<file path="src/rtl/wb_bus_pkg.sv">
// Shared types and helpers for the Wishbone shared-bus interconnect.
package wb_bus_pkg;

   typedef enum logic {IDLE, BUSY} bus_state_e;

   localparam int BYTE_W    = 8;
   localparam int MAX_N     = 8;
   localparam int MAX_ADR_W = 64;

   // Lowest set bit wins, so this doubles as a priority encoder.
   function automatic logic [2:0] onehot_to_idx(input logic [MAX_N-1:0] oh);
      logic [2:0] idx;
      idx = '0;
      for (int i = MAX_N - 1; i >= 0; i--) begin
         if (oh[i]) idx = 3'(i);
      end
      return idx;
   endfunction

   function automatic logic addr_hit(input logic [MAX_ADR_W-1:0] adr,
                                     input logic [MAX_ADR_W-1:0] base,
                                     input logic [MAX_ADR_W-1:0] mask);
      return (adr & mask) == base;
   endfunction

endpackage

</file>
<file path="src/rtl/wb_rr_arbiter.sv">
// Round-robin request picker; the pointer advances past a master when it releases the bus.
module wb_rr_arbiter
   import wb_bus_pkg::*;
#(
   parameter int NUM_M = 2,
   parameter int IDX_W = 1
)
(
   input  logic             clk_i,
   input  logic             rst_n_i,
   input  logic [NUM_M-1:0] req_i,
   input  logic             release_i,
   input  logic [IDX_W-1:0] rel_idx_i,
   output logic [NUM_M-1:0] gnt_o,
   output logic [IDX_W-1:0] gnt_idx_o,
   output logic             gnt_vld_o
);

   logic [IDX_W-1:0] ptr_q, ptr_d;
   logic [NUM_M-1:0] rot;
   logic [2:0]       off;
   int               sum;

   always_comb begin
      ptr_d = ptr_q;
      if (release_i) begin
         ptr_d = (int'(rel_idx_i) == NUM_M - 1) ? '0 : rel_idx_i + 1'b1;
      end
   end

   // Rotate the requests so the pointer position lands on bit 0.
   always_comb begin
      rot       = NUM_M'({req_i, req_i} >> ptr_q);
      off       = onehot_to_idx(MAX_N'(rot));
      sum       = int'(ptr_q) + int'(off);
      if (sum >= NUM_M) sum = sum - NUM_M;
      gnt_vld_o = |req_i;
      gnt_idx_o = IDX_W'(sum);
      gnt_o     = gnt_vld_o ? (NUM_M'(1) << gnt_idx_o) : '0;
   end

   always_ff @(posedge clk_i) begin
      if (!rst_n_i) begin
         ptr_q <= '0;
      end else begin
         ptr_q <= ptr_d;
      end
   end

endmodule

</file>
<file path="src/rtl/wb_shared_bus.sv">
// Wishbone classic shared bus: one granted master drives one decoded slave at a time,
// with an internal error responder for unmapped addresses and a response watchdog.
module wb_shared_bus
   import wb_bus_pkg::*;
#(
   parameter int NUM_M = 2,
   parameter int NUM_S = 2,
   parameter int ADR_W = 32,
   parameter int DAT_W = 32,
   parameter logic [NUM_S*ADR_W-1:0] S_BASE = {32'h0001_0000, 32'h0000_0000},
   parameter logic [NUM_S*ADR_W-1:0] S_MASK = {32'hFFFF_0000, 32'hFFFF_0000},
   parameter int TIMEOUT = 16
)
(
   input  logic                         CLK_I,
   input  logic                         RST_I,
   input  logic [NUM_M-1:0]             m_CYC_I,
   input  logic [NUM_M-1:0]             m_STB_I,
   input  logic [NUM_M-1:0]             m_WE_I,
   input  logic [NUM_M-1:0]             m_LOCK_I,
   input  logic [NUM_M*ADR_W-1:0]       m_ADR_I,
   input  logic [NUM_M*DAT_W-1:0]       m_DAT_I,
   input  logic [NUM_M*(DAT_W/8)-1:0]   m_SEL_I,
   output logic [DAT_W-1:0]             m_DAT_O,
   output logic [NUM_M-1:0]             m_ACK_O,
   output logic [NUM_M-1:0]             m_ERR_O,
   output logic [NUM_M-1:0]             m_RTY_O,
   output logic [NUM_S-1:0]             s_CYC_O,
   output logic [NUM_S-1:0]             s_STB_O,
   output logic                         s_WE_O,
   output logic                         s_LOCK_O,
   output logic [ADR_W-1:0]             s_ADR_O,
   output logic [DAT_W-1:0]             s_DAT_O,
   output logic [DAT_W/8-1:0]           s_SEL_O,
   input  logic [NUM_S*DAT_W-1:0]       s_DAT_I,
   input  logic [NUM_S-1:0]             s_ACK_I,
   input  logic [NUM_S-1:0]             s_ERR_I,
   input  logic [NUM_S-1:0]             s_RTY_I
);

   localparam int SEL_W   = DAT_W / BYTE_W;
   localparam int IDX_W   = (NUM_M > 1) ? $clog2(NUM_M) : 1;
   localparam int SIDX_W  = (NUM_S > 1) ? $clog2(NUM_S) : 1;
   localparam int WD_W    = (TIMEOUT > 0) ? $clog2(TIMEOUT + 1) : 1;
   localparam int WD_LAST = (TIMEOUT > 0) ? TIMEOUT - 1 : 0;
   localparam bit WD_EN   = (TIMEOUT > 0);

   bus_state_e        state_q;
   logic [IDX_W-1:0]  gnt_q;
   logic [NUM_M-1:0]  gnt_oh_q;
   logic              unmap_q, unmap_d;
   logic [WD_W-1:0]   wd_q, wd_d;

   logic [ADR_W-1:0]  m_adr [NUM_M];
   logic [DAT_W-1:0]  m_dat [NUM_M];
   logic [SEL_W-1:0]  m_sel [NUM_M];
   logic [DAT_W-1:0]  s_dat [NUM_S];

   logic              cyc_g, stb_g, we_g, lock_g;
   logic [ADR_W-1:0]  adr_g;
   logic [NUM_S-1:0]  hit, sel_oh;
   logic [SIDX_W-1:0] sel_idx;
   logic              busy, stb_act, any_hit, route;
   logic              ack_s, err_s, rty_s, slave_resp, wd_expire;

   logic [NUM_M-1:0]  arb_oh;
   logic [IDX_W-1:0]  arb_idx;
   logic              arb_vld, release_bus;

   generate
      for (genvar gi = 0; gi < NUM_M; gi++) begin : g_mslice
         assign m_adr[gi] = m_ADR_I[gi*ADR_W +: ADR_W];
         assign m_dat[gi] = m_DAT_I[gi*DAT_W +: DAT_W];
         assign m_sel[gi] = m_SEL_I[gi*SEL_W +: SEL_W];
      end
      for (genvar gi = 0; gi < NUM_S; gi++) begin : g_sslice
         assign s_dat[gi] = s_DAT_I[gi*DAT_W +: DAT_W];
         assign hit[gi]   = addr_hit(MAX_ADR_W'(adr_g),
                                     MAX_ADR_W'(S_BASE[gi*ADR_W +: ADR_W]),
                                     MAX_ADR_W'(S_MASK[gi*ADR_W +: ADR_W]));
      end
   endgenerate

   assign cyc_g  = m_CYC_I[gnt_q];
   assign stb_g  = m_STB_I[gnt_q];
   assign we_g   = m_WE_I[gnt_q];
   assign lock_g = m_LOCK_I[gnt_q];
   assign adr_g  = m_adr[gnt_q];

   // Overlapping windows resolve to the lowest-index slave.
   assign sel_oh  = hit & (~hit + 1'b1);
   assign sel_idx = SIDX_W'(onehot_to_idx(MAX_N'(hit)));
   assign any_hit = |hit;

   assign busy       = (state_q == BUSY);
   assign stb_act    = busy & cyc_g & stb_g;
   assign route      = busy & cyc_g & any_hit;
   assign ack_s      = s_ACK_I[sel_idx];
   assign err_s      = s_ERR_I[sel_idx];
   assign rty_s      = s_RTY_I[sel_idx];
   assign slave_resp = route & (ack_s | err_s | rty_s);
   // Expiry is judged on the counter alone so the slave-side strobe mask never depends on slave replies.
   assign wd_expire  = WD_EN && stb_act && any_hit && (wd_q == WD_W'(WD_LAST));
   assign release_bus = busy & ~cyc_g & ~lock_g;

   wb_rr_arbiter #(
      .NUM_M (NUM_M),
      .IDX_W (IDX_W)
   ) u_arb (
      .clk_i     (CLK_I),
      .rst_n_i   (RST_I),
      .req_i     (m_CYC_I),
      .release_i (release_bus),
      .rel_idx_i (gnt_q),
      .gnt_o     (arb_oh),
      .gnt_idx_o (arb_idx),
      .gnt_vld_o (arb_vld)
   );

   assign s_CYC_O  = (busy & cyc_g) ? sel_oh : '0;
   assign s_STB_O  = (stb_act & ~wd_expire) ? sel_oh : '0;
   assign s_WE_O   = busy & we_g;
   assign s_LOCK_O = busy & lock_g;
   assign s_ADR_O  = busy ? adr_g : '0;
   assign s_DAT_O  = busy ? m_dat[gnt_q] : '0;
   assign s_SEL_O  = busy ? m_sel[gnt_q] : '0;

   assign m_DAT_O = route ? s_dat[sel_idx] : '0;
   assign m_ACK_O = (route & ack_s) ? gnt_oh_q : '0;
   assign m_RTY_O = (route & rty_s) ? gnt_oh_q : '0;
   assign m_ERR_O = ((route & err_s) | (busy & unmap_q) | (wd_expire & ~slave_resp))
                    ? gnt_oh_q : '0;

   always_comb begin
      unmap_d = stb_act & ~any_hit & ~unmap_q;
      wd_d    = '0;
      if (WD_EN && stb_act && any_hit && !slave_resp && !wd_expire) begin
         wd_d = wd_q + 1'b1;
      end
   end

   always_ff @(posedge CLK_I) begin
      if (!RST_I) begin
         state_q  <= IDLE;
         gnt_q    <= '0;
         gnt_oh_q <= '0;
         unmap_q  <= 1'b0;
         wd_q     <= '0;
      end else begin
         unmap_q <= unmap_d;
         wd_q    <= wd_d;
         case (state_q)
            IDLE: begin
               if (arb_vld) begin
                  gnt_q    <= arb_idx;
                  gnt_oh_q <= arb_oh;
                  state_q  <= BUSY;
               end
            end
            BUSY: begin
               if (release_bus) state_q <= IDLE;
            end
            default: state_q <= IDLE;
         endcase
      end
   end

endmodule

</file>
<file path="config.mk">
export PLATFORM = sky130hd
export DESIGN_NAME = wb_shared_bus
export DESIGN_NICKNAME = d
export VERILOG_FILES = /design/src/rtl/wb_bus_pkg.sv /design/src/rtl/wb_rr_arbiter.sv /design/src/rtl/wb_shared_bus.sv
export SDC_FILE = /design/constraint.sdc
export NUM_CORES = 1
export LEC_CHECK = 0
export CAP_MARGIN = 5
export CORE_AREA = 2 2 127 129
export CTS_CLUSTER_DIAMETER = 60
export DETAILED_ROUTE_END_ITERATION = 7
export DIE_AREA = 0 0 129 131
export REMOVE_ABC_BUFFERS = 1
export SYNTH_ARGS = -nofsm -noshare
export SYNTH_HDL_FRONTEND = slang
export SYNTH_SLANG_ARGS = --single-unit
</file>
<file path="constraint.sdc">
create_clock -name CLK_I -period 2.35 [get_ports CLK_I]
set_input_delay 0.235 -clock CLK_I [delete_from_list [all_inputs] [get_ports CLK_I]]
set_output_delay 0.235 -clock CLK_I [all_outputs]
set_load 0.02 [all_outputs]
</file>
**Word-level counts from Yosys, hierarchy flattened**

Cells that the tools add are included.

- Bits of input ports: 216
- Flip-flop bits (word level): 11
- Word-level logic and storage cells: 106

- Magnitude comparators: 5
- Muxes and demuxes: 44
- Eq/ne operators: 2
- Shift-type cells: 2
- Bitwise operators: 31
- Add/subtract/negate cells: 5
- Reductions and logical operators: 11

Operators by type and width:

| operator | count |
|---|---|
| $mux 32 | 12 |
| $logic_not 64->1 | 1 |
| $mux 1 | 22 |
| $and 1x1->1 | 16 |
| $eq 16x1->1 const B | 1 |
| $mux 4 | 4 |
| $mux 2 | 5 |
| $not 1->1 | 7 |
| $ge 2x2->1 const B | 3 |
| $add 5x1->5 const B | 1 |
| $eq 5x4->1 const B | 1 |
| $logic_and 1x1->1 | 4 |
| $lt 1x2->1 const B | 2 |
| $not 1->2 | 2 |
| $or 1x1->1 | 4 |
| $reduce_and 2->1 | 2 |
| $reduce_or 2->1 | 2 |
| $shr 4x1->2 | 1 |
| $add 1x1->2 | 1 |
| $add 2x1->2 const B | 1 |
| $and 2x2->2 | 1 |
| $logic_not 1->1 | 2 |
| $not 2->2 | 1 |
| $pmux 1 s2 | 1 |
| other kinds (3) | 3 |

**Longest topological paths before layout**

Gate-level depths: netlist (run 1).

- Word-level depth: 16
- Mapped depth: 8
- Gate-level depth less buffers: 7

**By module**

A second synthesis (run 1) with hierarchy kept.

- Cell total of the unflattened synthesis: 366
- Area total of the unflattened synthesis: 2488.6 um^2

By module, submodules not included:

| module | area each (um^2) | cells an instance | times used |
|---|---|---|---|
| wb_shared_bus | 2421.1 | 358 | 1 |
| wb_rr_arbiter | 67.6 | 8 | 1 |

**Least setup slack after synthesis (run 1)**

OpenSTA, ideal clock, no wires.

- Path kind: register to output
- Start: register gnt_q
- End: output m_RTY_O[0]
- Slack: 91 ps
- Required time: 2115 ps
- Cell stages (with the launch flop): 6
- Arrival: 2024 ps
- Path buffers: 1
- Cell sequence: dfxtp_1 -> nor4_1 -> o22ai_2 -> or4_1 -> buf_2 -> nor3_1

- Word-level cells in the longest chain between the ends: 11

Ends and longest elaborated chain:

| element | line | RTL |
|---|---|---|
| from (decl) | wb_shared_bus.sv:49 | `logic [IDX_W-1:0] gnt_q;` |
| from (signal assigned) | wb_shared_bus.sv:155 | `gnt_q <= arb_idx;` |
| $not 1->2 (not written as such) | wb_shared_bus.sv:88 | `assign adr_g = m_adr[gnt_q];` |
| $mux 32 (not written as such) (3 in a row) | wb_shared_bus.sv:88 |  |
| $eq 16x1->1 | wb_bus_pkg.sv:23 | `return (adr & mask) == base;` |
| $mux 1 (2 in a row) | wb_bus_pkg.sv:15 | `if (oh[i]) idx = 3'(i);` |
| $mux 1 (not written as such) (2 in a row) | wb_shared_bus.sv:100 | `assign rty_s = s_RTY_I[sel_idx];` |
| $and 1x1->1 (*) | wb_shared_bus.sv:130 | `assign m_RTY_O = (route & rty_s) ? gnt_oh_q : '0;` |
| $mux 2 (*) | wb_shared_bus.sv:130 |  |
| to (decl) | wb_shared_bus.sv:27 | `output logic [NUM_M-1:0] m_RTY_O,` |

Every way passes the cells marked *; elsewhere a longest branch is shown, timed or not. The select of a mux whose other input is x is not followed.

**Worst setup path after layout (run 1)**

- Start: input m_ADR_I[49]
- End: output m_ERR_O[0]

- Word-level cells in the longest chain between the ends: 15

Ends and longest elaborated chain:

| element | line | RTL |
|---|---|---|
| from (decl) | wb_shared_bus.sv:21 | `input logic [NUM_M*ADR_W-1:0] m_ADR_I,` |
| $mux 32 (not written as such) (*) (3 in a row) | wb_shared_bus.sv:88 |  |
| $eq 16x1->1 | wb_bus_pkg.sv:23 |  |
| $mux 1 (2 in a row) | wb_bus_pkg.sv:15 |  |
| $mux 1, on equally long branches (2 in a row) | wb_shared_bus.sv:98, wb_shared_bus.sv:99 |  |
| $or 1x1->1 (2 in a row) | wb_shared_bus.sv:101 | `assign slave_resp = route & (ack_s \| err_s \| rty_s);` |
| $and 1x1->1 | wb_shared_bus.sv:101 |  |
| $not 1->1 | wb_shared_bus.sv:131 | `assign m_ERR_O = ((route & err_s) \| (busy & unmap_q) \| (wd_expire & ~slave_resp))` |
| $and 1x1->1 | wb_shared_bus.sv:131 |  |
| $or 1x1->1 (*) | wb_shared_bus.sv:131 |  |
| $mux 2 (*) | wb_shared_bus.sv:132 | `? gnt_oh_q : '0;` |
| to (decl) | wb_shared_bus.sv:26 | `output logic [NUM_M-1:0] m_ERR_O,` |

Marks and branches as above.

==> results.sh, run 1 <==
export IMPL_path_clk_slew_ns=0.04
export IMPL_die_area_um2=16900
export IMPL_cts_buffers=3
export IMPL_layout_cells_most_common_list="274 x clkdlybuf4s50_1, 100 x mux2i_1, 70 x nor2b_1"
export IMPL_clock_path_buffers=2
export IMPL_synth_top_area_share=0.415
export IMPL_pin_count=328
export IMPL_crit_arrival_ns=2.41
export IMPL_crit_required_ns=2.12
export IMPL_async_flop_share=0
export IMPL_coreArea_um2=15600
export IMPL_timing_hold_ws_ns=0.442
export IMPL_layout_commonest_cell="clkdlybuf4s50_1"
export IMPL_crit_path_max_fanout=3
export IMPL_timing_final_max_slew_violations=0
export IMPL_finalPower_mw=1.55
export IMPL_syn2layout_area_growth_pct=166
export IMPL_drtIter0Drc=110
export IMPL_finalHoldViolations=0
export IMPL_violations="negative setup slack"
export IMPL_synth_seq_cells=10
export IMPL_fillers=1597
export IMPL_synth_cell_types=40
export IMPL_grt_pass1_vias=3899
export IMPL_synth_edf_count=0
export IMPL_synth_top_area_cell="mux2i_1"
export IMPL_antenna_found_initial=0
export IMPL_maxCapViolations=0
export IMPL_finalCriticalPeriod_ns=2.64
export IMPL_via_count=3758
export IMPL_place_ws_ns=-0.797
export IMPL_cp_cell_sequence="clkdlybuf4s50_1 -> nor4b_2 -> buf_4 -> o22ai_4 -> buf_6 -> buf_4 -> or2_2 -> o311ai_2 -> o22ai_2 -> buf_4"
export IMPL_finClkSkew_ns=0.000586
export IMPL_syn_area_per_cell_um2=7.67
export IMPL_die_h_um=131
export IMPL_vias_per_cell=4.18
export IMPL_ant_nets=0
export IMPL_timing_fmax_mhz=379
export IMPL_post_route_period_util=1.12
export IMPL_synth_ff_type="dfxtp_1"
export IMPL_cts_tree="yes"
export IMPL_rows=46
export IMPL_drcViolationCount=0
export IMPL_holdCritPathClass="flop to flop"
export IMPL_drive_gt1_frac=0.211
export IMPL_leakagePower_nw=2.43
export IMPL_power_per_cell_area_nw_per_um2=234
export IMPL_synth_warnings=0
export IMPL_worst_pin_slew_ns=0.589
export IMPL_cts_root_buf="clkbuf_16"
export IMPL_synthTopCellsByArea="mux2i_1 41%, nor2b_1 18%, dfxtp_1 8.1%"
export IMPL_synth_seq_area_share=0.0806
export IMPL_nets=901
export IMPL_grt_pass1_wl_mm=20.7
export IMPL_ir_drop_v=0.000167
export IMPL_syn_area_um2=2480
export IMPL_htreeDepth=1
export IMPL_critPathLaunchType="primary input"
export IMPL_routabilityCongestion=0.880
export IMPL_setup_violations=66
export IMPL_status="complete, but fails checks"
export IMPL_initial_core_util=0.159
export IMPL_grt_overflow_total=0
export IMPL_grt_max_degree=58
export IMPL_syn_instance_count=324
export IMPL_port_buffers=327
export IMPL_ctsHoldBuffers=0
export IMPL_crit_type="primary input to output port"
export IMPL_worst_path_most_repeated_cell="buf_4"
export IMPL_grt_setup_unrepaired="true"
export IMPL_clkLatencyLatePin_ns=0.23
export IMPL_grt_use_total=0.154
export IMPL_wl_per_cell_um=15.8
export IMPL_max_slew_margin=0.607
export IMPL_drt_total_wl_mm=14.2
export IMPL_reg2reg_slack_ns=-0.02
export IMPL_dp_final_hpwl_mm=11.9
export IMPL_insertedDiodeCount=0
export IMPL_slowest_stage="clkdlybuf4s50_1"
export IMPL_tns_ns=-6.84
export IMPL_final_util=0.424
export IMPL_cp_end_kind="output port"
export IMPL_critPathMaxStageDelay_ns=0.44
export IMPL_die_x_um=129
export IMPL_setup_slack_ns=-0.290
export IMPL_firstDrtPassIters=4
export IMPL_numClockSinks=10
==> metrics by stage <==
step | instance area (µm²) | instances
3_3_place_gp | 6250 | 882
6_report | 6620 | 898
5_1_grt | 6620 | 898
4_1_cts | 6450 | 895
3_5_place_dp | 6250 | 882
2_1_floorplan | 2370 | 299
==> worst paths after layout <==
| check | from | end | cells after the start |
|---|---|---|---|
| max | m_ADR_I[49] | m_ERR_O[0] | 10 |
| min | unmap_q | unmap_q | 1 |
| max reg2reg | gnt_q | wd_q[1] | 10 |
| min reg2reg | unmap_q | unmap_q | 1 |
==> critical path, delay by kind of cell <==
family | cells | cell delay, ns
buffers and inverters | 5 | 1.05
AND/OR/NAND/NOR | 2 | 0.52
AO/OA/AOI/OAI | 3 | 0.58
==> per-layer routing <==
layer  vias up  routed length, µm  global-route usage
met2       149               7800               0.310
met5         -                  0                   0
li1       1856                  -                   -
met3        17                972              0.0326
met4         0                185              0.0256
met1      1736               5220               0.167
==> flip-flops by register name, indices dropped and copies added (netlist names) <==
name,cells
unmap_q,1
u_arb.ptr_q,1
busy,1
gnt_q,1
gnt_oh_q,1
wd_q,5
==> cells in the mapped netlist (2+ instances only) <==
cell      number
mux2i_1      103
nor2b_1       70
nor2_1        42
nor4_1        11
dfxtp_1       10
clkbuf_1       9
buf_2          8
buf_1          7
inv_1          7
nor3_1         6
a21oi_1        5
and3_1         3
nand2b_1       3
o21ai_0        3
o22ai_1        3
or2_2          3
a22oi_1        2
ha_1           2
mux2_2         2
nand2_1        2
nor3b_1        2
o311ai_0       2
or4_1          2
==> cell type report <==
cell class / instances / area [µm²] / share of cell area
flip-flops and latches: 10 / 205 / 0.0310
clock buffers: 4 / 88.8 / 0.0134
inverters: 7 / 26.3 / 0.00397
well taps: 216 / 270 / 0.0409
multi-input cells: 282 / 2410 / 0.364
repair buffers: 379 / 3620 / 0.547
==> report_power, final <==
group | leakage (nW) | switching, mW | internal (mW)
clock network | 0.0442 | 0.0776 | 0.256
logic | 2.30 | 0.401 | 0.630
registers | 0.0823 | 0.00817 | 0.176
total | 2.43 | 0.487 | 1.06
==> cells by family (layout without fill, tap and decap cells) <==
kind of cell	Yosys count	in the layout	share of synthesized area
simple gates	151	151	0.350
mux	106	106	0.430
buf+inv	32	390	0.0554
compound gates	21	21	0.0670
flops	10	10	0.0806
fa+ha+maj	2	2	0.0101
xor+xnor	2	2	0.00705
==> what timing repair did <==
action,CTS,global route
resized for setup,231,36
gates cloned,1,0
buffers inserted,8,5
pin swaps,12,12
setup endpoints to repair,101,102
Power figures use the tool's default switching activity.
==> run 2: changes to the inputs <==
PLACE_DENSITY = 0.57   (was not set)
==> results.sh, run 2 (synthesized netlist as in run 1, its figures left out) <==
export IMPL_initial_core_util=0.159
export IMPL_leakagePower_nw=2.49
export IMPL_max_slew_margin=0.692
export IMPL_via_count=3728
export IMPL_sequentialPowerShare=0.120
export IMPL_post_route_period_util=1.13
export IMPL_violations="negative setup slack"
export IMPL_min_delay_start="unmap_q"
export IMPL_pin_count=328
export IMPL_cp_cell_sequence="buf_4 -> nor3_1 -> buf_4 -> o22ai_4 -> buf_6 -> nor4_4 -> buf_4 -> mux2_4 -> and3_4 -> buf_6"
export IMPL_vias_per_cell=4.15
export IMPL_finClkSkew_ns=0.00353
export IMPL_largest_reg_flops=5
export IMPL_grt_pass1_vias=3787
export IMPL_nets=901
export IMPL_firstDrtPassIters=4
export IMPL_ir_drop_v=0.000184
export IMPL_power_per_cell_area_nw_per_um2=231
export IMPL_drt_total_wl_mm=14.7
export IMPL_worst_pin_slew_ns=0.462
export IMPL_setup_slack_ns=-0.315
export IMPL_reg2reg_slack_ns=-0.02
export IMPL_clkLatencyLatePin_ns=0.24
export IMPL_drive_gt1_frac=0.205
export IMPL_timing_hold_ws_ns=0.419
export IMPL_cts_buffers=3
export IMPL_placed_cells=880
export IMPL_placed_area_um2=6230
export IMPL_top_register="wd_q"
export IMPL_numClockSinks=10
export IMPL_drcViolationCount=0
export IMPL_grt_max_degree=57
export IMPL_coreArea_um2=15600
export IMPL_rows=46
export IMPL_crit_arrival_ns=2.43
export IMPL_slowest_stage="dfxtp_4"
export IMPL_fin_area_um2=6640
export IMPL_internal_power_mw=1.04
export IMPL_crit_path_max_fanout=8
export IMPL_die_x_um=129
export IMPL_layout_cells_most_common_list="275 x clkdlybuf4s50_1, 100 x mux2i_1, 70 x nor2b_1"
export IMPL_status="complete, but fails checks"
export IMPL_layout_commonest_cell="clkdlybuf4s50_1"
export IMPL_grt_use_total=0.153
export IMPL_ant_nets=0
export IMPL_worst_path_most_repeated_cell="buf_4"
export IMPL_antenna_found_initial=0
export IMPL_final_cells=898
export IMPL_wl_per_cell_um=16.4
export IMPL_grt_setup_unrepaired="true"
export IMPL_dp_final_hpwl_mm=12.0
export IMPL_path_clk_slew_ns=0.04
export IMPL_critPathMaxStageDelay_ns=0.38
export IMPL_timing_final_max_slew_violations=0
export IMPL_syn2layout_area_growth_pct=167
export IMPL_critPathLaunchType="flop"
export IMPL_cts_root_buf="clkbuf_16"
export IMPL_drtIter0Drc=90
export IMPL_hold_path_end="unmap_q"
export IMPL_clock_path_buffers=2
export IMPL_reg2reg_depth=10
export IMPL_crit_type="flop to output port"
export IMPL_maxCapViolations=0
export IMPL_routabilityCongestion=0.852
export IMPL_grt_overflow_total=0
export IMPL_cp_end_kind="output port"
export IMPL_timing_fmax_mhz=375
export IMPL_port_buffers=327
export IMPL_finalCriticalPeriod_ns=2.67
export IMPL_holdCritPathClass="flop to flop"
export IMPL_swShare=0.321
export IMPL_htreeDepth=1
export IMPL_hold_path_depth=1
export IMPL_cts_tree="yes"
export IMPL_r2r_end="wd_q[2]"
export IMPL_power_frac_comb=0.678
export IMPL_die_h_um=131
export IMPL_die_area_um2=16900
export IMPL_p_clk_frac=0.202
export IMPL_r2r_start="gnt_q"
export IMPL_grt_pass1_wl_mm=20.2
export IMPL_setup_violations=43
export IMPL_finalHoldViolations=0
export IMPL_netSwitchingPower_mw=0.491
export IMPL_insertedDiodeCount=0
export IMPL_tns_ns=-10.56
export IMPL_crit_required_ns=2.12
[run 2: cell count changes in the layout (fill, tap and decap cells not counted), moves of 3 or more]
cell,before,now
dlymetal6s2s_1,3,6
dlygate4sd2_1,8,4
buf_4,44,56
buf_2,27,12
nor4_2,4,7
clkbuf_2,0,3
nor4_4,6,3
[run 2: repair_timing]
action                                  4_1_cts  5_1_grt
buffers inserted                              3       10
gates resized for setup                     136      134
hold buffers                                  0        0
endpoints found under the setup margin       91       70
pin swaps                                     3       17
cloned                                        0        3
[run 2: layout make-up]
cell class | instances | area [µm²]
fillers | 1591 | 8960
repair buffers | 379 | 3700
multi-input cells | 282 | 2350
well taps | 216 | 270
flip-flops and latches | 10 | 205
clock buffers | 4 | 78.8
inverters | 7 | 28.8
[run 2: metrics by stage]
| step | total power, mW | worst slack, ns | utilization |
|---|---|---|---|
| after detailed placement | 1.19 | -0.877 | 0.400 |
| after global placement | 1.17 | -0.835 | 0.400 |
| final | 1.53 | -0.315 | 0.425 |
| after global routing | 1.61 | -0.446 | 0.425 |
| after floorplan | 0.564 | -3.71 | - |
| after CTS | 1.51 | -0.440 | 0.406 |
[run 2: critical path: cells and delay by family (launching register included)]
kind | cells | cell delay (ns)
buf+inv | 5 | 0.74
simple gates | 3 | 0.65
flops | 1 | 0.38
mux | 1 | 0.34
compound gates | 1 | 0.06
[run 2: worst max-delay path by stage]
| stage | start | end | slack (ns) | depth (start not counted) |
|---|---|---|---|---|
| 2_1_floorplan | gnt_q | m_ERR_O[0] | -3.71 | 5 |
| 3_3_place_gp | m_ADR_I[23] | m_DAT_O[21] | -0.83 | 9 |
| 3_5_place_dp | m_ADR_I[23] | m_DAT_O[27] | -0.88 | 9 |
| 4_1_cts | m_ADR_I[18] | m_DAT_O[25] | -0.44 | 10 |
| 5_1_grt | gnt_q | m_DAT_O[27] | -0.45 | 10 |
| 6_report | gnt_q | m_ACK_O[0] | -0.32 | 10 |
[run 2: power by group through the flow]
stage	clock network (mW)	logic, mW	registers [mW]
6_report	0.309	1.04	0.184
5_1_grt	0.324	1.10	0.186
4_1_cts	0.312	1.02	0.185
3_3_place_gp	0	0.986	0.188
2_1_floorplan	0	0.339	0.225
3_5_place_dp	0	0.998	0.188
[run 2: metal layers]
metal	track usage	part of all wire	vias up
met2	0.302	0.55	145
li1	-	-	1857
met4	0.0275	0.0098	0
met5	0	0	-
met1	0.165	0.37	1714
met3	0.0362	0.067	12
==> run 3: changes to the inputs <==
PLACE_DENSITY = not set   (was 0.57)
PLACE_DENSITY_LB_ADDON = 0.05   (was not set)
==> results.sh, run 3 (synthesized netlist as in run 1, its figures left out) <==
export IMPL_status="complete, but fails checks"
export IMPL_violations="negative setup slack"
export IMPL_drtIter0Drc=69
export IMPL_finalCriticalPeriod_ns=2.61
export IMPL_die_h_um=131
export IMPL_grt_max_degree=46
export IMPL_critPathLaunchType="flop"
export IMPL_firstDrtPassIters=4
export IMPL_cts_buffers=3
export IMPL_ctsHoldBuffers=0
export IMPL_ir_drop_v=0.000287
export IMPL_timing_final_max_slew_violations=0
export IMPL_rows=46
export IMPL_timing_fmax_mhz=384
export IMPL_finalHoldViolations=0
export IMPL_antenna_found_initial=1
export IMPL_setup_violations=40
export IMPL_coreArea_um2=15600
export IMPL_grt_setup_unrepaired="true"
export IMPL_clock_path_buffers=2
export IMPL_hold_path_depth=1
export IMPL_r2r_start="gnt_q"
export IMPL_power_per_cell_area_nw_per_um2=226
export IMPL_grt_overflow_total=0
export IMPL_drcViolationCount=0
export IMPL_crit_path_max_fanout=8
export IMPL_final_util=0.430
export IMPL_path_clk_slew_ns=0.04
export IMPL_via_count=3764
export IMPL_layout_commonest_cell="clkdlybuf4s50_1"
export IMPL_cts_root_buf="clkbuf_16"
export IMPL_largest_reg_flops=5
export IMPL_crit_required_ns=2.12
export IMPL_hold_path_end="unmap_q"
export IMPL_initial_core_util=0.159
export IMPL_leakagePower_nw=2.72
export IMPL_clkLatencyLatePin_ns=0.23
export IMPL_max_slew_margin=0.757
export IMPL_pin_count=328
export IMPL_holdCritPathClass="flop to flop"
export IMPL_drive_gt1_frac=0.218
export IMPL_top_register="wd_q"
export IMPL_setup_slack_ns=-0.257
export IMPL_cp_end_kind="output port"
export IMPL_cts_tree="yes"
export IMPL_post_route_period_util=1.11
export IMPL_min_delay_start="unmap_q"
export IMPL_htreeDepth=1
export IMPL_finClkSkew_ns=0.00283
export IMPL_nets=906
export IMPL_wl_per_cell_um=16.8
export IMPL_die_area_um2=16900
export IMPL_dp_final_hpwl_mm=12.5
export IMPL_reg2reg_slack_ns=0.03
export IMPL_grt_pass1_wl_mm=22.1
export IMPL_worst_pin_slew_ns=0.358
export IMPL_port_buffers=327
export IMPL_die_x_um=129
export IMPL_routabilityCongestion=0.796
export IMPL_drt_total_wl_mm=15.2
export IMPL_grt_use_total=0.167
export IMPL_syn2layout_area_growth_pct=170
export IMPL_maxCapViolations=0
export IMPL_numClockSinks=10
export IMPL_crit_type="flop to output port"
export IMPL_layout_cells_most_common_list="255 x clkdlybuf4s50_1, 99 x mux2i_1, 70 x nor2b_1"
export IMPL_grt_pass1_vias=3850
export IMPL_r2r_end="wd_q[2]"
export IMPL_fin_area_um2=6710
export IMPL_vias_per_cell=4.16
export IMPL_timing_hold_ws_ns=0.438
export IMPL_reg2reg_depth=9
export IMPL_ant_nets=0
export IMPL_crit_arrival_ns=2.37
export IMPL_placed_area_um2=6300
## run 3: layout make-up
class,count,area (µm²)
Timing Repair Buffer,384,3730
Fill cell,1599,8880
Antenna cell,1,2.50
Sequential cell,10,205
Multi-Input combinational cell,282,2400
Inverter,7,26.3
Tap cell,216,270
Clock buffer,4,78.8
## run 3: worst max-delay path by stage
stage / from / end / cells after the start
after floorplan: gnt_q / m_ERR_O[0] / 5
after global placement: m_ADR_I[23] / m_DAT_O[20] / 9
after detailed placement: m_ADR_I[23] / m_DAT_O[20] / 9
after CTS: gnt_q / m_ACK_O[1] / 9
after global routing: gnt_q / m_DAT_O[26] / 10
final: gnt_q / m_ACK_O[1] / 9
## run 3: power breakdown
group / switching (mW) / internal (mW)
Clock: 0.0760 / 0.227
Sequential: 0.00896 / 0.176
Combinational: 0.398 / 0.633
Total: 0.483 / 1.04
## run 3: stage by stage
stage	TNS (ns)	total power, mW	instances	setup WS [ns]
3_3_place_gp	-30.20	1.18	885	-0.792
4_1_cts	-10.55	1.52	904	-0.322
5_1_grt	-12.77	1.60	904	-0.369
3_5_place_dp	-32.10	1.19	885	-0.812
2_1_floorplan	-245.84	0.564	299	-3.71
6_report	-7.19	1.52	904	-0.257
## run 3: critical path, cell delays in order (launching register included)
cell     delay (ns)
dfxtp_4        0.42
buf_6          0.15
nor3b_4        0.21
o22ai_2        0.10
buf_6          0.13
nor4_4         0.30
buf_4          0.16
mux2_4         0.33
and3_4         0.20
buf_6          0.13
## run 3: repair_timing
item,in CTS,in global routing
buffers inserted,12,4
pin swaps,11,11
endpoints found under the hold margin,0,0
resized for setup,240,50
gates cloned,3,0
endpoints found under the setup margin,55,68
## run 3: per-layer routing
metal | track usage | wire length, µm | vias to the layer above
met1 | 0.180 | 5650 | 1739
met4 | 0.0160 | 69 | 0
met3 | 0.0366 | 1060 | 7
met2 | 0.340 | 8450 | 146
li1 | - | - | 1872
met5 | 0 | 0 | -
